### config.mk
export PLATFORM = sky130hd
export DESIGN_NAME = layer_sequencer
export DESIGN_NICKNAME = d
export VERILOG_FILES = /design/src/rtl/layer_sequencer.sv
export SDC_FILE = /design/constraint.sdc
export NUM_CORES = 1
export LEC_CHECK = 0
export ABC_AREA = 1
export CAP_MARGIN = 20
export CORE_MARGIN = 2
export CORE_UTILIZATION = 35
export DETAILED_ROUTE_END_ITERATION = 12
export SYNTH_ARGS = -nofsm -noshare
export SYNTH_HDL_FRONTEND = slang
export SYNTH_SLANG_ARGS = --single-unit
### constraint.sdc
create_clock -name clk -period 5.05 [get_ports clk]
set_clock_uncertainty 0.1 [all_clocks]
set_input_delay 0.505 -clock clk [delete_from_list [all_inputs] [get_ports clk]]
set_output_delay 0.505 -clock clk [all_outputs]
set_load 0.02 [all_outputs]
### src/rtl/layer_sequencer.sv
// ---------------------------------------------------------------------------
// layer_sequencer
//
// Purpose:
//   Multi-layer, multi-channel control sequencer for the CNN accelerator.
//   For each of cfg_n_layer layers it computes the DMA read/write addresses,
//   issues one DMA request, starts the masked convolution channels, frames
//   the inbound stream (valid_in/sop/eop) and collects DMA and per-channel
//   completion. A run can be aborted, is guarded by a progress watchdog and
//   reports its outcome through irq_done / irq_err / err_code.
//
// Ports:
//   clk, rst            clock, asynchronous active-high reset
//   cfg_start/abort     one-cycle control pulses from the CPU registers
//   cfg_n_layer..mask   run configuration, latched on an accepted start
//   dma_go/addr/len     DMA request towards the AXI DMA wrapper
//   dma_done            DMA completion pulse
//   s_tvalid/s_tready   inbound stream handshake
//   conv_start/done     per-channel start and completion pulses
//   valid_in/sop/eop    stream framing towards the convolution array
//   busy, cur_layer     status
//   irq_done, irq_err   run-complete and error pulses
//   err_code            0 none, 1 bad config, 2 timeout, 3 abort
// ---------------------------------------------------------------------------
module layer_sequencer #(
  parameter  int ADDR_W     = 32,
  parameter  int LEN_W      = 16,
  parameter  int N_CH       = 4,
  parameter  int MAX_LAYERS = 8,
  parameter  int TO_W       = 20,
  localparam int LW         = $clog2(MAX_LAYERS + 1)
) (
  input  logic              clk,
  input  logic              rst,
  input  logic              cfg_start,
  input  logic              cfg_abort,
  input  logic [LW-1:0]     cfg_n_layer,
  input  logic [ADDR_W-1:0] cfg_rd_base,
  input  logic [ADDR_W-1:0] cfg_wr_base,
  input  logic [LEN_W-1:0]  cfg_in_len,
  input  logic [LEN_W-1:0]  cfg_out_len,
  input  logic [N_CH-1:0]   cfg_ch_mask,
  output logic              dma_go,
  output logic [ADDR_W-1:0] dma_rd_addr,
  output logic [ADDR_W-1:0] dma_wr_addr,
  output logic [LEN_W-1:0]  dma_len,
  input  logic              dma_done,
  input  logic              s_tvalid,
  output logic              s_tready,
  output logic [N_CH-1:0]   conv_start,
  input  logic [N_CH-1:0]   conv_done,
  output logic              valid_in,
  output logic              sop,
  output logic              eop,
  output logic              busy,
  output logic [LW-1:0]     cur_layer,
  output logic              irq_done,
  output logic              irq_err,
  output logic [1:0]        err_code
);

  typedef enum logic [2:0] {
    S_IDLE,
    S_CHECK,
    S_ISSUE,
    S_STREAM,
    S_WAIT,
    S_NEXT,
    S_DONE,
    S_ERR
  } state_t;

  localparam logic [LW-1:0] MAX_L = LW'(MAX_LAYERS);

  state_t              state;
  logic [LW-1:0]       n_layer_q;
  logic [LEN_W-1:0]    out_len_q;
  logic [N_CH-1:0]     ch_mask_q;
  logic [LEN_W-1:0]    word_cnt;
  logic [TO_W-1:0]     wdog;
  logic                dma_seen;
  logic [N_CH-1:0]     conv_seen;

  logic                capture_en;
  logic [N_CH-1:0]     conv_hit;
  logic                new_bits;
  logic                wait_done;
  logic                abort_hit;
  logic                wdog_max;
  logic [ADDR_W-1:0]   rd_step;
  logic [ADDR_W-1:0]   wr_step;
  logic [LW-1:0]       next_layer;

  // Stream framing is decoded straight from state and word counter so the
  // convolution array sees the word in the same cycle it is accepted.
  // The dma_len register doubles as the latched per-layer input length.
  assign s_tready = (state == S_STREAM);
  assign valid_in = s_tvalid && s_tready;
  assign sop      = valid_in && (word_cnt == '0);
  assign eop      = valid_in && (word_cnt == dma_len - LEN_W'(1));

  // Completion bookkeeping. Pulses from unmasked channels are dropped here,
  // and the current-cycle pulses are folded into the WAIT exit test so a
  // completion arriving on the last cycle is not delayed or lost.
  assign capture_en = (state == S_ISSUE) || (state == S_STREAM) || (state == S_WAIT);
  assign conv_hit   = conv_done & ch_mask_q;
  assign new_bits   = capture_en &&
                      ((dma_done && !dma_seen) || (|(conv_hit & ~conv_seen)));
  assign wait_done  = (dma_seen || dma_done) &&
                      (((conv_seen | conv_hit) & ch_mask_q) == ch_mask_q);

  // Abort only matters while a run is in flight; IDLE/DONE/ERR ignore it.
  assign abort_hit  = cfg_abort &&
                      (state != S_IDLE) && (state != S_DONE) && (state != S_ERR);
  assign wdog_max   = &wdog;

  // Per-layer address strides are formed at address width so the byte
  // offset cannot overflow the word count field before the add wraps.
  assign rd_step    = ADDR_W'(dma_len) << 2;
  assign wr_step    = ADDR_W'(out_len_q) << 2;
  assign next_layer = cur_layer + LW'(1);

  // Main sequencer: one registered FSM that also owns every registered
  // output. Pulse outputs default low each cycle and are raised only on the
  // transition into the state where they must be visible. Abort is checked
  // ahead of the state case so it wins over any other transition.
  always_ff @(posedge clk or posedge rst) begin
    if (rst) begin
      state       <= S_IDLE;
      n_layer_q   <= '0;
      out_len_q   <= '0;
      ch_mask_q   <= '0;
      word_cnt    <= '0;
      wdog        <= '0;
      dma_seen    <= 1'b0;
      conv_seen   <= '0;
      dma_go      <= 1'b0;
      dma_rd_addr <= '0;
      dma_wr_addr <= '0;
      dma_len     <= '0;
      conv_start  <= '0;
      busy        <= 1'b0;
      cur_layer   <= '0;
      irq_done    <= 1'b0;
      irq_err     <= 1'b0;
      err_code    <= 2'd0;
    end else begin
      dma_go     <= 1'b0;
      conv_start <= '0;
      irq_done   <= 1'b0;
      irq_err    <= 1'b0;

      if (capture_en) begin
        dma_seen  <= dma_seen | dma_done;
        conv_seen <= conv_seen | conv_hit;
      end

      if (abort_hit) begin
        state    <= S_ERR;
        err_code <= 2'd3;
        irq_err  <= 1'b1;
      end else begin
        case (state)
          S_IDLE: begin
            if (cfg_start) begin
              n_layer_q   <= cfg_n_layer;
              dma_rd_addr <= cfg_rd_base;
              dma_wr_addr <= cfg_wr_base;
              dma_len     <= cfg_in_len;
              out_len_q   <= cfg_out_len;
              ch_mask_q   <= cfg_ch_mask;
              err_code    <= 2'd0;
              busy        <= 1'b1;
              state       <= S_CHECK;
            end
          end

          S_CHECK: begin
            if ((n_layer_q == '0) || (n_layer_q > MAX_L) ||
                (dma_len == '0) || (ch_mask_q == '0)) begin
              err_code <= 2'd1;
              irq_err  <= 1'b1;
              state    <= S_ERR;
            end else begin
              cur_layer  <= '0;
              dma_go     <= 1'b1;
              conv_start <= ch_mask_q;
              dma_seen   <= 1'b0;
              conv_seen  <= '0;
              word_cnt   <= '0;
              wdog       <= '0;
              state      <= S_ISSUE;
            end
          end

          S_ISSUE: begin
            state <= S_STREAM;
          end

          S_STREAM: begin
            if (valid_in) begin
              wdog     <= '0;
              word_cnt <= word_cnt + LEN_W'(1);
              if (eop) begin
                state <= S_WAIT;
              end
            end else if (new_bits) begin
              wdog <= '0;
            end else if (wdog_max) begin
              err_code <= 2'd2;
              irq_err  <= 1'b1;
              state    <= S_ERR;
            end else begin
              wdog <= wdog + TO_W'(1);
            end
          end

          S_WAIT: begin
            if (wait_done) begin
              state <= S_NEXT;
            end else if (new_bits) begin
              wdog <= '0;
            end else if (wdog_max) begin
              err_code <= 2'd2;
              irq_err  <= 1'b1;
              state    <= S_ERR;
            end else begin
              wdog <= wdog + TO_W'(1);
            end
          end

          S_NEXT: begin
            cur_layer   <= next_layer;
            dma_rd_addr <= dma_rd_addr + rd_step;
            dma_wr_addr <= dma_wr_addr + wr_step;
            if (next_layer == n_layer_q) begin
              irq_done <= 1'b1;
              state    <= S_DONE;
            end else begin
              dma_go     <= 1'b1;
              conv_start <= ch_mask_q;
              dma_seen   <= 1'b0;
              conv_seen  <= '0;
              word_cnt   <= '0;
              wdog       <= '0;
              state      <= S_ISSUE;
            end
          end

          S_DONE: begin
            busy  <= 1'b0;
            state <= S_IDLE;
          end

          S_ERR: begin
            busy  <= 1'b0;
            state <= S_IDLE;
          end

          default: begin
            busy  <= 1'b0;
            state <= S_IDLE;
          end
        endcase
      end
    end
  end

endmodule

==> flow_metrics.tcl <==
set metrics [dict create \
    status "finished clean" \
    cts_sinks 162 \
    fin_crit_ns 3.730 \
    drt-initial-drc-count 787 \
    p_per_area_nw_per_um2 609.1 \
    grt_overflow 0 \
    fin_util_pct 44.56 \
    cts_hold_buf 0 \
    io_pins 212 \
    final_hold_viol_count 0 \
    start_kind "flop" \
    cts_tree "built" \
    wirelength_um 39230 \
    initial_core_util_pct 35.56 \
    worstSetupPathType "reg2out" \
    dieArea_um2 35650 \
    use_met2_pct 35.93 \
    synth_warnings 0 \
    worstSkewPairLatency_ns 0.45 \
    grt.busiest_layer "met2" \
    async_flop_share_pct 100.0 \
    grtUsageMet3_pct 5.271 \
    path_cells "inv_1, nand3_1, nor2_1, nand2_1, nand2_1, nand2_1, nor3_1, nand3_1, nor3_1, clkdlybuf4s50_1" \
    synthFlopType "dfrtp_1" \
    max_freq_ghz 0.2681 \
    syn_inst 1754 \
    leakage_uw 0.006840 \
    grt_start_max_net_pins 89 \
    cts-buffers-inserted 17 \
    antenna_found_initial 4 \
    cts_setup_buffers 0 \
    layout-drive-gt1-share_pct 5.988 \
    required_ns 4.45 \
    fin_nets 2095 \
    die_h_um 188.8 \
    clk_pin_slew_worst_paths_ns 0.07 \
    use_met1_pct 29.62 \
    clk_path_buf_depth 2 \
    setup_viol 0 \
    drv_cap 0 \
    synth.area.top_cells "dfrtp_1, nand2_1, nor2_1" \
    wl_per_cell_um 16.32 \
    drv_slew 0 \
    fin_area_um2 14980 \
    hpwl_um 29670 \
    grtUsageTotal_pct 22.24 \
    layout_setup_ws_ns 1.320 \
    vias_per_cell 5.039 \
    preCtsSetupSlack_ns 1.747 \
    yosys.area.top_type "dfrtp_1" \
    io_buffers 211 \
    drc 0 \
    rows 67 \
    synth_area_um2 11950 \
    syn-num-nets 1908 \
    fp.dieW_um 188.8 \
    ir_drop_mv 0.3001 \
    tightest_slew_ns 0.9623 \
    netlist.area_leader.share_pct 33.92 \
    grt_pass1_wl_um 62850 \
    setup_tns_ns 0 \
    cts_root_buffer "clkbuf_16" \
    dr.pass1.iters 6 \
    synthDistinctLibCells 51 \
    critPathSlowestCell "clkdlybuf4s50_1" \
    gp_congestion 0.9015 \
    synth-seq-cells 162 \
    dpl-instance-area_um2 14390 \
    grt_setup_unrepaired "false" \
    ys_seq_area_share_pct 33.92 \
    final_antenna_net_count 0 \
    synth-edff-count 0 \
    postSynthAreaPerCell_um2 6.815 \
    ctsResizeCount 0 \
    critPathArrivalTime_ns 3.13 \
    vias 12110 \
    core-area_um2 33620 \
    area.growth.synth_to_final_pct 25.33 \
    grt_pass1_vias 11630 \
    hold_class "reg2reg" \
    cts.htree.levels 4 \
    max_slew_margin_pct 35.85 \
    critPathMaxStageDelay_ns 0.67 \
    crit_top_cell "nand2_1" \
    period_share_pct 73.87 \
    critPathCaptureType "primary output" \
    path_max_fanout 6 \
]
==> worst max-delay path, delay by kind of cell, from the launching register on <==
| family | cells | cell delay [ns] |
|---|---|---|
| AND/OR/NAND/NOR | 8 | 1.42 |
| buffers and inverters | 2 | 0.84 |
| flip-flops | 1 | 0.41 |
==> cells by family (layout without fill, tap and decap cells) <==
group           Yosys count  count (layout)  share of synthesized area, %
xor+xnor                 56              56                         4.103
other cells               0               1                             0
compound gates          261             261                         12.04
simple gates            971             971                         34.52
fa+ha+maj                40              40                         4.313
buf+inv                 236             436                         8.468
mux                      28              28                         2.638
flops                   162             162                         33.92
==> routing by layer <==
metal	share of wire, %	routed length (um)	vias up
met5	0.11	43	-
met3	6.9	2701	44
met2	46	17890	339
li1	-	-	6093
met4	1.7	662	6
met1	46	17930	5627
==> area by class of cell <==
cell class | count | area, um2
timing repair buffer | 218 | 2177
tap | 448 | 560.5
sequential | 162 | 4054
multi-input combinational | 1356 | 6889
fill | 3406 | 18640
clock buffer | 20 | 456.7
inverter | 186 | 708.2
clock inverter | 12 | 132.6
antenna | 1 | 2.502
==> sequential cells by signal, indices dropped and copies added, names as in the netlist <==
name / count
state: 3
out_len_q: 16
irq_err: 1
conv_seen: 4
conv_start: 4
cur_layer: 4
n_layer_q: 4
dma_len: 16
ch_mask_q: 4
busy: 1
wdog: 20
dma_wr_addr: 32
dma_seen: 1
word_cnt: 16
dma_rd_addr: 32
irq_done: 1
err_code: 2
dma_go: 1
==> synth_stat cells, types with 4 or more instances <==
master / number
buf_6: 10
o31ai_2: 4
ha_1: 38
a21o_1: 6
inv_2: 13
o21bai_1: 5
nand3b_1: 6
inv_1: 170
o211ai_1: 4
clkbuf_1: 15
mux2_2: 28
o21ai_1: 49
a21oi_1: 74
nor3_2: 4
xor2_1: 42
nor2_1: 264
buf_2: 19
nand2_1: 445
nand4_1: 28
o21ai_0: 98
nand2_2: 5
dfrtp_1: 162
o21a_1: 4
nor4_1: 6
buf_4: 6
or2_2: 5
nand3_1: 149
nor2_2: 5
nor3_1: 42
xnor2_1: 14
==> placed cells by master, fill, tap and decap left out, types with 14 or more instances in the layout <==
| master | netlist | final |
|---|---|---|
| nand2_1 | 445 | 444 |
| nor2_1 | 264 | 264 |
| clkdlybuf4s50_1 | 0 | 211 |
| inv_1 | 170 | 169 |
| dfrtp_1 | 162 | 162 |
| nand3_1 | 149 | 149 |
| o21ai_0 | 98 | 98 |
| a21oi_1 | 74 | 74 |
| o21ai_1 | 49 | 49 |
| nor3_1 | 42 | 42 |
| xor2_1 | 42 | 42 |
| ha_1 | 38 | 38 |
| mux2_2 | 28 | 28 |
| nand4_1 | 28 | 28 |
| clkbuf_16 | 0 | 17 |
| xnor2_1 | 14 | 14 |
==> metrics by stage <==
step / std cells / total power [uW] / hold slack [ns]
4_1_cts: 2402 / 9171 / 0.3986
6_report: 2403 / 9125 / 0.3994
5_1_grt: 2403 / 9872 / 0.4372
3_3_place_gp: 2370 / 7719 / 0.3702
2_1_floorplan: 1754 / 5923 / 0.3702
3_5_place_dp: 2370 / 7766 / 0.3817
==> final timing paths <==
| path | from | to | slack, ns | cells after the start |
|---|---|---|---|---|
| hold / removal | busy$_DFFE_PP0P_ | busy$_DFFE_PP0P_ | 0.40 | 2 |
| hold reg to reg | busy$_DFFE_PP0P_ | busy$_DFFE_PP0P_ | 0.40 | 2 |
| max in group asynchronous | rst | dma_wr_addr[11]$_DFFE_PP0P_ | 3.40 | 3 |
| setup / recovery | dma_len[1]$_DFFE_PP0P_ | eop | 1.32 | 10 |
| min in group asynchronous | rst | dma_rd_addr[27]$_DFFE_PP0P_ | 0.51 | 2 |
| setup reg to reg | state[1]$_DFFE_PP0P_ | dma_wr_addr[11]$_DFFE_PP0P_ | 1.96 | 9 |
==> power by group <==
group          switching, uW  leakage [uW]  internal, uW
clock                    599      0.000282           756
combinational           3320       0.00453          2030
sequential               639       0.00202          1790
(Power assumes the default switching activity.)
